`config.mk`:
```
export PLATFORM = sky130hd
export DESIGN_NAME = set_reset_flag_bank
export DESIGN_NICKNAME = d
export VERILOG_FILES = /design/src/rtl/set_reset_flag_bank.sv
export SDC_FILE = /design/constraint.sdc
export NUM_CORES = 1
export LEC_CHECK = 0
export ABC_AREA = 1
export BUFFER_PORTS_ARGS = -buffer_cell sky130_fd_sc_hd__clkbuf_2
export CORE_AREA = 2 2 54 56
export CTS_BUF_LIST = sky130_fd_sc_hd__clkbuf_4
export DETAILED_ROUTE_END_ITERATION = 8
export DIE_AREA = 0 0 56 58
export GPL_TIMING_DRIVEN = 0
export MAX_ROUTING_LAYER = met4
export PLACE_DENSITY = 0.82
export SYNTH_ARGS = -nofsm -noshare
export SYNTH_HDL_FRONTEND = slang
export SYNTH_SLANG_ARGS = --single-unit
```
`constraint.sdc`:
```
create_clock -name clock -period 4.2 [get_ports clock]
set_input_delay 1.05 -clock clock [delete_from_list [all_inputs] [get_ports clock]]
set_output_delay 1.05 -clock clock [all_outputs]
set_load 0.005 [all_outputs]
```
`src/rtl/set_reset_flag_bank.sv`:
```
// Bank of WIDTH set/reset flags with change pulses, popcount and any-flag summary.
// Optional sticky per-channel overflow flags: define SET_RESET_FLAG_BANK_OVERFLOW_EN.
module set_reset_flag_bank #(
    parameter int               WIDTH         = 8,
    parameter logic [WIDTH-1:0] RESET_VALUE   = '0,
    parameter int               CONFLICT_MODE = 0,
    parameter int               EDGE_SET      = 0
) (
    input  logic                         clock,
    input  logic                         resetn,
    input  logic [WIDTH-1:0]             set,
    input  logic [WIDTH-1:0]             reset,
    input  logic                         clear_all,
    output logic [WIDTH-1:0]             state,
    output logic [WIDTH-1:0]             rise,
    output logic [WIDTH-1:0]             fall,
    output logic                         any,
    output logic [$clog2(WIDTH+1)-1:0]   count
`ifdef SET_RESET_FLAG_BANK_OVERFLOW_EN
    ,
    output logic [WIDTH-1:0]             overflow
`endif
);

    localparam int CW = $clog2(WIDTH+1);

    typedef enum logic [1:0] {
        SET_WINS   = 2'd0,
        RESET_WINS = 2'd1,
        TOGGLE     = 2'd2,
        HOLD       = 2'd3
    } conflict_e;

    localparam conflict_e POLICY = conflict_e'(CONFLICT_MODE[1:0]);

    function automatic logic [CW-1:0] popcount(input logic [WIDTH-1:0] v);
        logic [CW-1:0] n;
        n = '0;
        for (int unsigned i = 0; i < WIDTH; i++) begin
            n = n + CW'(v[i]);
        end
        return n;
    endfunction

    logic [WIDTH-1:0] set_prev;
    logic [WIDTH-1:0] es;
    logic [WIDTH-1:0] both;
    logic [WIDTH-1:0] conflict_val;
    logic [WIDTH-1:0] next_state;

    always_comb begin
        es   = (EDGE_SET != 0) ? (set & ~set_prev) : set;
        both = es & reset;
        conflict_val = state;
        case (POLICY)
            SET_WINS:   conflict_val = '1;
            RESET_WINS: conflict_val = '0;
            TOGGLE:     conflict_val = ~state;
            HOLD:       conflict_val = state;
        endcase
        // Per bit: conflict resolution, lone set, lone reset (forces 0), else hold.
        if (clear_all) begin
            next_state = '0;
        end else begin
            next_state = (both & conflict_val) | (es & ~reset) | (~es & ~reset & state);
        end
    end

    always_ff @(posedge clock or negedge resetn) begin
        if (!resetn) begin
            state    <= RESET_VALUE;
            rise     <= '0;
            fall     <= '0;
            count    <= popcount(RESET_VALUE);
            set_prev <= '0;
        end else begin
            state    <= next_state;
            rise     <= next_state & ~state;
            fall     <= state & ~next_state;
            count    <= popcount(next_state);
            set_prev <= set;
        end
    end

    assign any = |state;

`ifdef SET_RESET_FLAG_BANK_OVERFLOW_EN
    logic [WIDTH-1:0] overflow_next;

    always_comb begin
        if (clear_all) begin
            overflow_next = '0;
        end else begin
            overflow_next = (overflow | (es & state)) & ~reset;
        end
    end

    always_ff @(posedge clock or negedge resetn) begin
        if (!resetn) begin
            overflow <= '0;
        end else begin
            overflow <= overflow_next;
        end
    end
`endif

endmodule

```
# Word level (Yosys, flattened, before mapping)
# Cells that the tools add are included.
op_classes:
  muxes: 1
  n_addsub: 7
  reduce_logical: 1
  n_bitwise: 12
op_table:
  columns: ["cell", "n"]
  rows:
  - ["bitwise AND 8 bit", 6]
  - ["inverter 8 bit", 4]
  - ["adder 4 x 1 -> 4 bit", 4]
  - ["OR 8 bit", 2]
  - ["2-to-1 mux 8 bit", 1]
  - ["OR reduction 8 bit", 1]
  - ["adder 3 x 1 -> 4 bit", 1]
  - ["adder 2 x 1 -> 3 bit", 1]
  - ["adder 1 x 1 -> 2 bit", 1]
word_totals:
  input_bits: 19
  output_inout_bits: 29
  wordCells: 25
  register_bits: 28

# Longest topological paths before layout
logic_depth:
  word_depth: 12
  mapped_depth: 14
  mapped_depth_nobuf: 14

# Worst setup path before layout
# Ideal clock, no wire load.
synth_path:
  kind: "input port to flip-flop"
  start: "in clear_all"
  end: "reg count[2]"
  setup_time_ns: 0.123
  cell_stages: 13
  setup_slack_ns: 0.493
  arrival_ns: 3.584
  cell_sequence: "inv_2 > buf_8 > nand2_4 > inv_1 > fa_1 > inv_1 > fa_1 > inv_1 > fa_1 > ha_1 > inv_1 > fa_1 > xnor2_1"
synth_between:
  elab_chain_cells: 8
synth_lines:
  columns: ["item", "line", "rtl"]
  rows:
  - ["start, declared", "13", "input logic clear_all,"]
  - ["2-to-1 mux 8 bit", "62", "if (clear_all) begin"]
  - ["named net next_state[1]", "49", "logic [WIDTH-1:0] next_state;"]
  - ["adder 1 x 1 -> 2 bit", "40", "n = n + CW'(v[i]);"]
  - ["adder 2 x 1 -> 3 bit", "40", null]
  - ["adder 3 x 1 -> 4 bit", "40", null]
  - ["adder 4 x 1 -> 4 bit (4 in a row)", "40", null]
  - ["end signal, assigned", "74", "count <= popcount(RESET_VALUE);"]
  - ["end signal, assigned", "80", "count <= popcount(next_state);"]
  - ["end, declared", "18", "output logic [$clog2(WIDTH+1)-1:0] count"]
# The timed path passes the listed nets, and every way through them passes these cells.

# Final worst setup path
layout_path:
  start: "in clear_all"
  end: "reg count[1]"
# Same word-level chain as after synthesis.

==> impl_results.html <==
<table>
<tr><th>Metric</th><th>Value</th></tr>
<tr><th colspan="2">Hold path</th></tr>
<tr><td>Classification of the worst-slack hold path</td><td>register to register</td></tr>
<tr><th colspan="2">Worst setup path</th></tr>
<tr><td>Stage delay of the slowest cell on the critical path</td><td>0.53 ns</td></tr>
<tr><td>Capturing element type of the critical path</td><td>register</td></tr>
<tr><td>Gate family responsible for the most delay along the worst path</td><td>adder cells</td></tr>
<tr><td>Data arrival time of the critical path</td><td>3.87 ns</td></tr>
<tr><td>Req. time, crit path</td><td>4.44 ns</td></tr>
<tr><td>Maximum fanout encountered on the critical timing path</td><td>10</td></tr>
<tr><td>Cell-by-cell listing of the critical path</td><td>clkbuf_2 -&gt; inv_2 -&gt; buf_8 -&gt; nand2_4 -&gt; inv_1 -&gt; fa_1 -&gt; inv_1 -&gt; fa_1 -&gt; inv_1 -&gt; fa_1 -&gt; ha_1 -&gt; inv_1 -&gt; fa_1 -&gt; inv_1</td></tr>
<tr><td>Crit Path Category</td><td>input pin to register</td></tr>
<tr><td>Startpoint class of the critical path</td><td>input pin</td></tr>
<tr><td>CP dominant cell by count</td><td>sky130_fd_sc_hd__inv_1</td></tr>
<tr><td>Number of buffer and inverter stages on the critical path</td><td>8</td></tr>
<tr><td>Standard cell with the maximum stage delay on the critical path</td><td>sky130_fd_sc_hd__fa_1</td></tr>
<tr><th colspan="2">Routing</th></tr>
<tr><td>Drt pass-1 iters</td><td>4</td></tr>
<tr><td>Routed via count</td><td>915</td></tr>
<tr><td>Antenna viol nets, final</td><td>0</td></tr>
<tr><td>Routed wire per std cell</td><td>10.80 µm</td></tr>
<tr><td>Post-route DRC</td><td>0</td></tr>
<tr><td>Detailed router's first-iteration violation count</td><td>17</td></tr>
<tr><td>Average vias per placed instance</td><td>4.420</td></tr>
<tr><td>Sum of routed wire length over all layers</td><td>between 2 and 2.5 mm</td></tr>
<tr><th colspan="2">Clock tree</th></tr>
<tr><td>Cell chosen for the clock root</td><td>sky130_fd_sc_hd__clkbuf_4</td></tr>
<tr><td>Post-CTS Setup Repair Bufs</td><td>0</td></tr>
<tr><td>Clock net sink count</td><td>28</td></tr>
<tr><td>Clock transition time at the flip-flop clock pins of the worst setup and hold paths</td><td>0.15 ns</td></tr>
<tr><td>Clock buffers created by TritonCTS</td><td>3</td></tr>
<tr><td>Number of gates resized after cts</td><td>0</td></tr>
<tr><td>Number of buffers inserted by hold repair at cts</td><td>0</td></tr>
<tr><td>Count of H-tree levels built during CTS</td><td>1</td></tr>
<tr><td>CTS tree</td><td>done</td></tr>
<tr><td>Clk_lat worst skew</td><td>0.32 ns</td></tr>
<tr><td>Number of buffers between clock root and the deepest sink</td><td>2</td></tr>
<tr><th colspan="2">Synthesis</th></tr>
<tr><td>Share of the yosys chip area belonging to registers</td><td>57.85%</td></tr>
<tr><td>Cell area after synthesis</td><td>between 1000 and 1500 µm²</td></tr>
<tr><td>Flops &amp; latches, synth</td><td>28</td></tr>
<tr><td>Synth Instances</td><td>125</td></tr>
<tr><td>Number of warnings reported in the yosys synthesis log</td><td>0</td></tr>
<tr><td>Synthesized area per cell</td><td>9.689 µm²</td></tr>
<tr><td>Number of different library cells in the post-synthesis netlist</td><td>15</td></tr>
<tr><td>Syn_nets</td><td>151</td></tr>
<tr><th colspan="2">Placed design</th></tr>
<tr><td>Routability cong.</td><td>0.6834</td></tr>
<tr><td>Number of placed instances with taps included</td><td>203</td></tr>
<tr><td>Area post-placement</td><td>1485 µm²</td></tr>
<tr><td>Port bufs</td><td>47</td></tr>
<tr><td>HPWL reported at the end of detailed placement</td><td>1.731 mm</td></tr>
<tr><th colspan="2">Die</th></tr>
<tr><td>Total core area</td><td>2663 µm²</td></tr>
<tr><td>Row cnt</td><td>19</td></tr>
<tr><td>Number of placed I/O pins</td><td>48</td></tr>
<tr><td>Horizontal die dimension</td><td>56 µm</td></tr>
<tr><td>Overall die area</td><td>between 3000 and 4000 µm²</td></tr>
<tr><td>Die H</td><td>58 µm</td></tr>
<tr><td>Effective utilization at floorplan</td><td>45.49%</td></tr>
<tr><th colspan="2">Finish</th></tr>
<tr><td>Final standard cell utilization of the core</td><td>about 57%</td></tr>
<tr><td>Final cell area excluding filler cells</td><td>around 1500 µm²</td></tr>
<tr><td>Share of cells above drive strength 1</td><td>~33%</td></tr>
<tr><td>Post-layout instance count excluding filler cells</td><td>207</td></tr>
<tr><td>Nets</td><td>203</td></tr>
<tr><td>Most common cell after layout, fill and taps aside</td><td>sky130_fd_sc_hd__clkbuf_2</td></tr>
<tr><td>Number of antenna repair diodes</td><td>0</td></tr>
<tr><td>Post-synthesis to final-layout area growth</td><td>24.79%</td></tr>
<tr><td>Leading cell types in the layout, fill and taps excluded</td><td>47 x sky130_fd_sc_hd__clkbuf_2, 39 x sky130_fd_sc_hd__inv_1, 28 x sky130_fd_sc_hd__dfrtp_1</td></tr>
<tr><th colspan="2">Power and ir drop</th></tr>
<tr><td>Power per unit of standard cell area</td><td>about 350 nW/µm²</td></tr>
<tr><td>Cell leakage power</td><td>a little under 0.001 µW</td></tr>
<tr><td>Maximum VDD drop</td><td>0.0002911 V</td></tr>
<tr><th colspan="2">Timing</th></tr>
<tr><td>Final-layout worst hold slack</td><td>0.5029 ns</td></tr>
<tr><td>Final count of pins violating max slew</td><td>0</td></tr>
<tr><td>Final clock period utilization by the worst path</td><td>a little under nine tenths</td></tr>
<tr><td>Minimum period implied by the final worst setup slack</td><td>3.627 ns</td></tr>
<tr><td>Slew @ Worst Pin</td><td>0.6662 ns</td></tr>
<tr><td>Setup repair after global routing missed its margin</td><td>no</td></tr>
<tr><td>Final Hold Violating Endpoints</td><td>0</td></tr>
<tr><td>F_max</td><td>0.2757 GHz</td></tr>
<tr><td>Total negative slack for setup checks</td><td>0 ns</td></tr>
<tr><td>Relative max-transition margin</td><td>55.59%</td></tr>
<tr><td>Skew final</td><td>0.006090 ns</td></tr>
<tr><td>Final-report setup violation count</td><td>0</td></tr>
<tr><th colspan="2">Flow run</th></tr>
<tr><td>Number of violations of the max-capacitance limit</td><td>0</td></tr>
<tr><th colspan="2">Global routing</th></tr>
<tr><td>Remaining global-route overflow</td><td>0</td></tr>
<tr><td>Wire length of the first global-routing pass</td><td>3.691 mm</td></tr>
<tr><td>Number of antenna violations at the first check in global routing</td><td>0</td></tr>
<tr><td>Global-route usage over all layers</td><td>15.59%</td></tr>
<tr><td>Number of global-route vias before repair</td><td>877</td></tr>
<tr><td>Maximum number of pins on one net before global-route repair</td><td>29</td></tr>
<tr><th colspan="2">Outcome</th></tr>
<tr><td>Outcome</td><td>completed</td></tr>
</table>
stage by stage:
step           setup WS (ns)  total power, µW
3_3_place_gp          0.2364            421.0
4_1_cts               0.5695            538.6
2_1_floorplan         0.4933            370.0
5_1_grt               0.4875            570.2
6_report              0.5732            534.0
3_5_place_dp          0.2041            428.2
per-layer routing:
metal	wire [µm]	GRT usage, %	vias to the layer above
met4	17	6.122	0
li1	-	-	453
met1	926	17.29	432
met5	0	-	-
met2	1182	27.39	28
met3	109	3.571	2
state kept, by name, summed over array words and instances, names as in the netlist:
| name | count |
|---|---|
| fall | 8 |
| rise | 8 |
| state | 8 |
| count | 4 |
report_power, final:
part | switching, µW | internal (µW)
Sequential | 13.5 | 296
Clock | 78.3 | 34.8
Combinational | 61.2 | 50.3
Total | 153 | 381
final cells by class:
cell class | instances | area, µm²
Buffer | 1 | 15.01
Clock buffer | 3 | 22.52
Clock inverter | 1 | 3.754
Fill cell | 270 | 1151
Inverter | 40 | 150.1
Multi-Input combinational cell | 56 | 345.3
Sequential cell | 28 | 700.7
Tap cell | 31 | 38.79
Timing Repair Buffer | 47 | 235.2
worst paths after layout:
kind / start / to / slack [ns] / cells past startpoint
setup reg to reg: state[1] / count[1] / 0.99 / 13
hold reg to reg: state[4] / rise[4] / 0.50 / 1
max in group asynchronous: resetn / rise[3] / 3.05 / 1
hold / removal: state[4] / rise[4] / 0.50 / 1
setup / recovery: clear_all / count[1] / 0.57 / 14
min in group asynchronous: resetn / fall[7] / 0.72 / 1
synthesized netlist by cell type:
master                    count  area [µm²]
sky130_fd_sc_hd__nand4_1      1       6.260
sky130_fd_sc_hd__nand3_1      1       5.000
sky130_fd_sc_hd__inv_2        1       3.750
sky130_fd_sc_hd__nor2_2       2       12.51
sky130_fd_sc_hd__a21oi_1      8       40.04
sky130_fd_sc_hd__ha_1         3       37.54
sky130_fd_sc_hd__dfrtp_1     28       700.7
sky130_fd_sc_hd__nor2_1      10       37.54
sky130_fd_sc_hd__inv_1       39       146.4
sky130_fd_sc_hd__buf_8        1       15.01
sky130_fd_sc_hd__xnor2_1      1       8.760
sky130_fd_sc_hd__nand2_1     22       82.58
sky130_fd_sc_hd__fa_1         4       80.08
sky130_fd_sc_hd__nand2_4      2       22.52
sky130_fd_sc_hd__nand2_2      2       12.51
logic make-up after synthesis:
family / Yosys count / share of synthesized area, %
AOI/OAI and AO/OA: 8 / 3.306
xor gates and xnor gates: 1 / 0.7233
buffers and inverters: 41 / 13.64
and+or+nand+nor: 40 / 14.77
DFF: 28 / 57.85
adders and majority gates: 7 / 9.711
No activity file was read; power rests on OpenSTA's default activity.
